**config.mk**
```make
export PLATFORM = sky130hd
export DESIGN_NAME = tp_strobe_stretch_flat
export DESIGN_NICKNAME = d
export VERILOG_FILES = /design/src/rtl/tp_strobe_stretch_if.sv /design/src/rtl/tp_strobe_stretch.sv /design/src/flat_wrapper.sv
export SDC_FILE = /design/constraint.sdc
export NUM_CORES = 1
export LEC_CHECK = 0
export BUFFER_PORTS_ARGS = -buffer_cell sky130_fd_sc_hd__buf_2
export CAP_MARGIN = 15
export CORE_ASPECT_RATIO = 1.1
export CORE_MARGIN = 4
export CORE_UTILIZATION = 45
export DETAILED_ROUTE_END_ITERATION = 16
export GPL_TIMING_DRIVEN = 0
export PLACE_DENSITY = 0.61
export SYNTH_ARGS = -nofsm -noshare
export SYNTH_HDL_FRONTEND = slang
export SYNTH_SLANG_ARGS = --single-unit
```
**constraint.sdc**
```tcl
create_clock -name CLK -period 5.4 [get_ports CLK]
set_input_delay 0 -clock CLK [delete_from_list [all_inputs] [get_ports CLK]]
set_output_delay 0 -clock CLK [all_outputs]
set_load 0.02 [all_outputs]
```
**src/rtl/tp_strobe_stretch_if.sv**
```systemverilog
// Strobe-stretcher bus: fabric strobes and controls in, test-point pulses and event readback out.
interface tp_strobe_stretch_if #(
    parameter int unsigned NCH = 8,
    parameter int unsigned SW  = 8,
    parameter int unsigned ECW = 16
);
    localparam int unsigned CSW = (NCH > 1) ? $clog2(NCH) : 1;

    logic [NCH-1:0] STB_IN;
    logic [SW-1:0]  STRETCH;
    logic [CSW-1:0] CNT_SEL;
    logic           CNT_CLR;
    logic [NCH-1:0] TP_OUT;
    logic [ECW-1:0] CNT_OUT;
    logic [NCH-1:0] MERGED;

    modport master (
        output STB_IN, STRETCH, CNT_SEL, CNT_CLR,
        input  TP_OUT, CNT_OUT, MERGED
    );

    modport slave (
        input  STB_IN, STRETCH, CNT_SEL, CNT_CLR,
        output TP_OUT, CNT_OUT, MERGED
    );
endinterface

```
**src/rtl/tp_strobe_stretch.sv**
```systemverilog
// Stretches single-cycle fabric strobes into scope-visible test-point pulses and
// keeps a saturating per-channel event count so merged strobes remain accounted for.
module tp_strobe_stretch #(
    parameter int unsigned NCH = 8,
    parameter int unsigned SW  = 8,
    parameter int unsigned ECW = 16,
    parameter int unsigned GAP = 2
) (
    input logic                CLK,
    input logic                RST_B,
    tp_strobe_stretch_if.slave bus
);
    localparam int unsigned    GW      = $clog2(GAP + 1);
    localparam logic [SW-1:0]  ONE_SW  = SW'(1);
    localparam logic [GW-1:0]  ONE_GW  = GW'(1);
    localparam logic [GW-1:0]  GAP_LD  = GW'(GAP);
    localparam logic [ECW-1:0] CNT_MAX = '1;

    typedef enum logic [1:0] {IDLE, HOLD, LOW_GAP} state_e;

    state_e         state_q [NCH];
    state_e         state_d [NCH];
    logic [SW-1:0]  hold_q  [NCH];
    logic [SW-1:0]  hold_d  [NCH];
    logic [GW-1:0]  gap_q   [NCH];
    logic [GW-1:0]  gap_d   [NCH];
    logic [ECW-1:0] cnt_q   [NCH];
    logic [ECW-1:0] cnt_d   [NCH];

    logic [NCH-1:0] in_q, in_d;
    logic [NCH-1:0] tp_q, tp_d;
    logic [NCH-1:0] inc_q, inc_d;
    logic [NCH-1:0] mrg_ev_q, mrg_ev_d;
    logic [NCH-1:0] merged_q, merged_d;
    logic [ECW-1:0] cnt_out_q, cnt_out_d;
    logic [NCH-1:0] edge_c, start_c;
    logic [SW-1:0]  len_c;

    assign in_d   = bus.STB_IN;
    assign edge_c = bus.STB_IN & ~in_q;
    assign len_c  = (bus.STRETCH == '0) ? ONE_SW : bus.STRETCH;

    // Per-channel pulse FSM; the last gap cycle already accepts a new edge as if idle.
    always_comb begin
        start_c = '0;
        for (int i = 0; i < NCH; i++) begin
            state_d[i] = state_q[i];
            hold_d[i]  = hold_q[i];
            gap_d[i]   = gap_q[i];
            unique case (state_q[i])
                IDLE: begin
                    start_c[i] = edge_c[i];
                end
                HOLD: begin
                    hold_d[i] = hold_q[i] - ONE_SW;
                    if (hold_q[i] == ONE_SW) begin
                        state_d[i] = LOW_GAP;
                        gap_d[i]   = GAP_LD;
                    end
                end
                LOW_GAP: begin
                    gap_d[i] = gap_q[i] - ONE_GW;
                    if (gap_q[i] == ONE_GW) begin
                        state_d[i] = IDLE;
                        start_c[i] = edge_c[i];
                    end
                end
                default: state_d[i] = IDLE;
            endcase
            if (start_c[i]) begin
                state_d[i] = HOLD;
                hold_d[i]  = len_c;
            end
        end
    end

    // Event accounting lags the edge by one cycle; a clear on either cycle drops it.
    always_comb begin
        inc_d     = edge_c & {NCH{~bus.CNT_CLR}};
        mrg_ev_d  = edge_c & ~start_c & {NCH{~bus.CNT_CLR}};
        merged_d  = bus.CNT_CLR ? '0 : (merged_q | mrg_ev_q);
        tp_d      = '0;
        cnt_out_d = '0;
        for (int i = 0; i < NCH; i++) begin
            cnt_d[i] = cnt_q[i];
            if (bus.CNT_CLR) begin
                cnt_d[i] = '0;
            end else if (inc_q[i] && (cnt_q[i] != CNT_MAX)) begin
                cnt_d[i] = cnt_q[i] + ECW'(1);
            end
            tp_d[i] = (state_q[i] == HOLD);
        end
        if (32'(bus.CNT_SEL) < NCH) begin
            cnt_out_d = cnt_q[bus.CNT_SEL];
        end
    end

    // Input register keeps tracking through reset so a held level is never seen as an edge.
    always_ff @(posedge CLK) begin
        in_q <= in_d;
        if (!RST_B) begin
            tp_q      <= '0;
            inc_q     <= '0;
            mrg_ev_q  <= '0;
            merged_q  <= '0;
            cnt_out_q <= '0;
            for (int i = 0; i < NCH; i++) begin
                state_q[i] <= IDLE;
                hold_q[i]  <= '0;
                gap_q[i]   <= '0;
                cnt_q[i]   <= '0;
            end
        end else begin
            tp_q      <= tp_d;
            inc_q     <= inc_d;
            mrg_ev_q  <= mrg_ev_d;
            merged_q  <= merged_d;
            cnt_out_q <= cnt_out_d;
            for (int i = 0; i < NCH; i++) begin
                state_q[i] <= state_d[i];
                hold_q[i]  <= hold_d[i];
                gap_q[i]   <= gap_d[i];
                cnt_q[i]   <= cnt_d[i];
            end
        end
    end

    assign bus.TP_OUT  = tp_q;
    assign bus.CNT_OUT = cnt_out_q;
    assign bus.MERGED  = merged_q;

endmodule
```
**src/flat_wrapper.sv**
```systemverilog
// flat-port wrapper written by rule: the top's interface ports become plain ports
module tp_strobe_stretch_flat 
#(
    parameter int unsigned NCH = 8,
    parameter int unsigned SW  = 8,
    parameter int unsigned ECW = 16,
    parameter int unsigned GAP = 2
)
  (CLK, RST_B, bus_STB_IN, bus_STRETCH, bus_CNT_SEL, bus_CNT_CLR, bus_TP_OUT, bus_CNT_OUT, bus_MERGED);
  tp_strobe_stretch_if #(.NCH(NCH), .SW(SW), .ECW(ECW)) bus_i ();
  input logic CLK;
  input logic RST_B;
  input wire logic [$bits(bus_i.STB_IN)-1:0] bus_STB_IN;
  input wire logic [$bits(bus_i.STRETCH)-1:0] bus_STRETCH;
  input wire logic [$bits(bus_i.CNT_SEL)-1:0] bus_CNT_SEL;
  input wire logic [$bits(bus_i.CNT_CLR)-1:0] bus_CNT_CLR;
  output wire logic [$bits(bus_i.TP_OUT)-1:0] bus_TP_OUT;
  output wire logic [$bits(bus_i.CNT_OUT)-1:0] bus_CNT_OUT;
  output wire logic [$bits(bus_i.MERGED)-1:0] bus_MERGED;
  assign bus_i.STB_IN = bus_STB_IN;
  assign bus_i.STRETCH = bus_STRETCH;
  assign bus_i.CNT_SEL = bus_CNT_SEL;
  assign bus_i.CNT_CLR = bus_CNT_CLR;
  assign bus_TP_OUT = bus_i.TP_OUT;
  assign bus_CNT_OUT = bus_i.CNT_OUT;
  assign bus_MERGED = bus_i.MERGED;
  tp_strobe_stretch #(.NCH(NCH), .SW(SW), .ECW(ECW), .GAP(GAP)) u_core (.CLK(CLK), .RST_B(RST_B), .bus(bus_i));
endmodule
```
==> results of run 1 <==
[power groups by stage]
stage	logic, mW	registers (mW)	clock network [mW]
after floorplan	0.340	2.23	0
after global placement	0.455	2.24	0
after detailed placement	0.464	2.24	0
after CTS	0.472	2.20	2.36
after global routing	0.530	2.21	2.45
final	0.472	2.20	2.31
[worst max-delay path, stage by stage (launching register included)]
cell and delay, ns:
dfxtp_1 0.44, ha_1 0.23, nand4_1 0.32, nor4_1 1.00, o21ai_0 0.22, a21oi_1 0.17
[path summary, 6_finish.rpt]
path | from | cells past startpoint | slack (ns) | to
hold / removal | bus_STRETCH[7] | 3 | 0.06 | u_core.hold_q[0][23]
setup reg to reg | u_core.cnt_q[4][0] | 5 | 2.95 | u_core.cnt_q[4][2]
hold reg to reg | u_core.mrg_ev_q[5] | 2 | 0.44 | u_core.bus.MERGED[5]
setup / recovery | u_core.cnt_q[4][0] | 5 | 2.95 | u_core.cnt_q[4][2]
[Yosys cell counts, drive strengths merged, types with 18 or more instances]
cell type  instances  area, um^2
dfxtp            280        5610
nand3             72         365
mux4              32         721
clkbuf            68         255
o21ai             56         280
a31oi             24         150
nand2b            28         175
o41ai             18         173
nand2             97         364
nor2b             21         131
or3               48         300
mux2i             31         310
o31ai             38         285
ha                32         400
nand4             45         282
a2bb2oi           18         158
nor2             125         469
or4               50         375
nor3              53         265
inv               52         195
and3              24         150
a21oi            159         796
[registers in the layout (all words and copies together), names as in the netlist]
register / count
u_core.bus.TP_OUT: 8
u_core.bus.MERGED: 8
u_core.in_q: 8
u_core.hold_q: 64
u_core.gap_q: 16
u_core.state_q: 16
u_core.bus.CNT_OUT: 16
u_core.inc_q: 8
u_core.cnt_q: 128
u_core.mrg_ev_q: 8
[routing by layer]
layer  vias up  GRT usage [%]  part of all wire (%)
met5         -              0                     0
met4         0           7.80                   2.8
met3        71           3.39                   5.4
met2       361           39.5                    47
met1      6125           30.7                    45
li1       6195              -                     -
[logic make-up (layout without fill, tap and decap cells)]
logic type      count (synthesis)  count (layout)  share of synthesized area, %
compound gates                413             413                          19.4
xor+xnor                       18              18                          1.14
fa+ha+maj                      32              32                          2.89
buf+inv                       135             247                          3.69
flops                         280             280                          40.4
mux                            65              65                          7.60
simple gates                  634             634                          24.8
[stage by stage]
step,cells,hold slack (ns),utilization [%]
floorplan,1577,0.0277,-
global placement,2034,0.120,48.0
detailed placement,2035,0.121,48.0
CTS,2102,0.0516,52.0
global route,2103,0.0838,52.1
finish,2103,0.0595,52.1
[cell type report]
type | count | area, um^2
inverters | 52 | 195
clock buffers | 48 | 1010
clock inverters | 8 | 120
flip-flops and latches | 280 | 5610
plain buffers | 83 | 317
multi-input cells | 1162 | 7740
fillers | 2846 | 14600
well taps | 414 | 518
repair buffers | 56 | 338
[timing repair]
action | CTS | global route
hold buffers | 11 | 0
hold endpoints to repair | 31 | 0
setup buffers | 0 | 0
==> results.yml, run 1 <==
status:
  status: "finished clean"
timing:
  layout_setup_ws_ns: 2.95
  period_needed_ns: 2.45
  drv_slew: 0
  slew_headroom_pct: 20.2
  finalHoldViolCount: 0
  tightest_slew_ns: 1.19
  fin_crit_sh_pct: 45.4
  rsz0062_at_grt: "false"
  skew_ns: 0.0123
  setup_violations: 0
  fmax_mhz: 408
  tns_ns: 0
final_layout:
  nets: 1723
  finalInstanceArea_um2: 15800
  final_cell_mix: "280 x dfxtp_1, 159 x a21oi_1, 125 x nor2_1, 97 x nand2_1, 75 x clkbuf_1"
  layout_commonest_cell: "dfxtp_1"
  drive_gt1_share_pct: 9.12
  area_delta_synth_final_pct: 14.3
  antenna_cells: 0
flow_run:
  max_cap_viol_count: 0
grt:
  gr-total-overflow: 0
  grt_max_degree: 13
  grtUsageTotal_pct: 23.3
  grt_pass1_wl_um: 64100
  grt_pass1_vias: 11976
  antenna_found_initial: 0
pwr:
  p_leak_nw: 5.34
  switching_share_pct: 24.6
  p_total_mw: 4.98
  cell_internal_pwr_mw: 3.76
  power_frac_clock_pct: 46.3
  p_sw_mw: 1.23
  powerDensity_nw_per_um2: 314
  p_comb_share_pct: 9.5
  pwr-share-seq_pct: 44.2
  ir_drop_uv: 243
floorplan:
  io_pins: 54
  fp-row-count: 67
  die_w_um: 175
  start_util_pct: 45.5
  fp.dieArea_um2: 33700
  core_um2: 30400
  die_h_um: 192
logic_synthesis:
  ys_seq_elements: 280
  synth_seq_area_share_pct: 40.4
  synth_edf_count: 0
  postSynthCellCount: 1577
  syn-num-nets: 1631
  ys_warn_count: 0
  synth_area_per_cell_um2: 8.79
  synth_flop_cell: "dfxtp_1"
  async_reset_ff_share_pct: 0
  synth.distinct_cells: 72
  netlist_area_um2: 13900
place:
  dpl_worst_slack_ns: 2.92
  place_area_um2: 14600
  portBuffers: 43
  gp_congestion: 0.879
  hpwl_um: 28400
critical_path:
  cp.arrival_ns: 2.89
  end_kind: "flip-flop"
  critPathMaxFanout: 9
  timing_worst_setup_path_type: "flip-flop to flip-flop"
  cp-start-kind: "flip-flop"
  crit_required_ns: 5.84
clock_network:
  htreeDepth: 2
  numCtsBuffers: 34
  tritoncts: "built"
  root_buffer: "clkbuf_16"
  numClockSinks: 280
  path_clk_slew_ns: 0.06
  cts_resized: 0
  clk_path_buf_depth: 3
  clk_latency_ns: 0.51
route:
  routed_wl_um: 39800
  avgRoutedWirePerCell_um: 18.9
  avgViaCountPerCell: 6.06
  drcViolationCount: 0
  drt_iter0_drc: 993
  drt_first_pass_iters: 5
  dr_total_vias: 12752
  ant_nets: 0
worst_hold_path:
  hp-class: "input pin to flip-flop"
Note: power is estimated with default switching activity, not from simulation.
==> inputs of run 2 (changes only) <==
PLACE_DENSITY = 0.63   (was 0.61)
clock period = 2.2 ns   (was 5.4 ns; I/O delays follow)
==> run 2 against run 1 <==
Die area unchanged. Critical path type unchanged. Clock skew is 0.0052 ns higher. Power is 140% higher. Highest routed layer unchanged. Sequential share of layout area shrank 0.21 points. Sequential power increased by 150%. Largest cell class unchanged.
==> results.yml, run 2 (same netlist as run 1, synthesis figures left out) <==
status:
  status: "finished clean"
pwr:
  power_frac_clock_pct: 44.7
  p_sw_mw: 2.95
  pwr-share-seq_pct: 45.5
  powerDensity_nw_per_um2: 744
  cell_internal_pwr_mw: 8.91
  p_leak_nw: 5.42
  p_comb_share_pct: 9.7
  switching_share_pct: 24.9
  ir_drop_uv: 616
floorplan:
  fp-row-count: 67
  start_util_pct: 45.5
  die_h_um: 192
  io_pins: 54
  die_w_um: 175
  fp.dieArea_um2: 33700
  core_um2: 30400
critical_path:
  ff2ff_path_depth: 5
  crit_required_ns: 2.68
  path_buf_inv: 1
  critPathMaxFanout: 7
  timing_worst_setup_path_type: "flip-flop to flip-flop"
  cpPeakStageDelay_ns: 0.53
  crit_family: "simple AND/OR/NAND/NOR gates"
  worstSetupPathDepth: 5
  path_cells: "nand3_2 > or4_1 > clkbuf_1 > or4_1 > a21oi_1"
  slowest_stage: "or4_1"
  path_common_cell: "or4_1"
  cp.arrival_ns: 2.58
  end_kind: "flip-flop"
  cp-start-kind: "flip-flop"
grt:
  grt_pass1_vias: 11826
  grt_pass1_wl_um: 62800
  grt_max_degree: 16
  gr-total-overflow: 0
  grtUsageTotal_pct: 22.8
  antenna_found_initial: 0
final_layout:
  drive_gt1_share_pct: 10.7
  stdcell_count: 2109
  seqCellArea_um2: 5610
  area_delta_synth_final_pct: 15.1
  reg_top3: "u_core.cnt_q: 128 flops, u_core.hold_q: 64 flops"
  antenna_cells: 0
  layout_commonest_cell: "dfxtp_1"
  final_util_pct: 52.4
  nets: 1726
  top_register: "u_core.cnt_q"
  final_cell_mix: "276 x dfxtp_1, 159 x a21oi_1, 124 x nor2_1, 97 x nand2_1, 71 x nand3_1"
  largest_reg_flops: 128
  multiInputGateArea_um2: 7860
  n_fill_cell: 2839
  finalInstanceArea_um2: 16000
timing:
  fin_crit_sh_pct: 95.6
  hold_ws_ns: 0.0248
  fmax_mhz: 475
  tightest_slew_ns: 1.15
  finalHoldViolCount: 0
  setup_violations: 0
  drv_slew: 0
  rsz0062_at_grt: "true"
  period_needed_ns: 2.10
  slew_headroom_pct: 22.6
  skew_ns: 0.0175
place:
  portBuffers: 43
  hpwl_um: 28100
  placed_cells: 2035
  gp_congestion: 0.937
  place_area_um2: 14600
clock_network:
  clk_path_buf_depth: 3
  numClockSinks: 280
  htreeDepth: 1
  root_buffer: "clkbuf_16"
  clk_latency_ns: 0.57
  numCtsBuffers: 31
  path_clk_slew_ns: 0.06
  tritoncts: "built"
route:
  dr_total_vias: 12774
  drt_first_pass_iters: 5
  avgRoutedWirePerCell_um: 18.7
  drt_iter0_drc: 944
  ant_nets: 0
  routed_wl_um: 39400
  drcViolationCount: 0
  avgViaCountPerCell: 6.06
flow_run:
  max_cap_viol_count: 0
worst_hold_path:
  hp-class: "input pin to flip-flop"
  min_delay_path_depth: 3
-- run 2: worst min-delay path, delay by kind of cell --
family                 cells  cell delay [ns]
buffers and inverters      1             0.32
AND/OR/NAND/NOR            1             0.15
AO/OA/AOI/OAI              1             0.07
-- run 2: final timing paths --
kind / slack [ns] / to / start
worst min register to register: 0.44 / u_core.bus.MERGED[3] / u_core.mrg_ev_q[3]
worst max-delay path: 0.1 / u_core.cnt_q[4][15] / u_core.cnt_q[4][6]
worst max register to register: 0.1 / u_core.cnt_q[4][15] / u_core.cnt_q[4][6]
worst min-delay path: 0.02 / u_core.hold_q[0][31] / bus_STRETCH[7]
-- run 2: layout make-up --
type,instances,share of cell area (%)
clock buffers,42,5.69
well taps,414,3.25
repair buffers,63,2.48
multi-input cells,1163,49.3
plain buffers,81,1.96
flip-flops and latches,280,35.2
inverters,52,1.22
clock inverters,14,0.988
-- run 2: routing by layer --
layer / global-route usage (%) / wire, um / part of all wire, % / up-vias
li1: - / - / - / 6202
met4: 8.70 / 1400 / 3.6 / 0
met1: 30.2 / 17000 / 43 / 6092
met3: 2.97 / 2410 / 6.1 / 89
met5: 0 / 0 / 0 / -
met2: 38.2 / 18600 / 47 / 391
-- run 2: through the flow --
| stage | power (mW) | worst slack [ns] | TNS [ns] |
|---|---|---|---|
| CTS | 12.0 | 0.0303 | 0 |
| global route | 12.4 | -0.0837 | -0.368 |
| finish | 11.9 | 0.0963 | 0 |
| floorplan | 6.32 | 0.319 | 0 |
| detailed placement | 6.64 | -0.263 | -4.04 |
| global placement | 6.61 | -0.353 | -6.38 |
-- run 2: power by group through the flow --
stage          Sequential [mW]  Combinational (mW)  Clock [mW]
2_1_floorplan             5.48               0.835           0
3_3_place_gp              5.50                1.11           0
3_5_place_dp              5.51                1.13           0
4_1_cts                   5.40                1.16        5.45
5_1_grt                   5.43                1.29        5.68
6_report                  5.40                1.16        5.31
-- run 2: timing repair --
| item | CTS | global route |
|---|---|---|
| endpoints found under the setup margin | 11 | 57 |
| hold endpoints to repair | 34 | 0 |
| resized for setup | 3 | 20 |
| cloned | 0 | 1 |
| hold buffers | 12 | 0 |
| pin swaps | 0 | 3 |
| setup buffers | 0 | 7 |
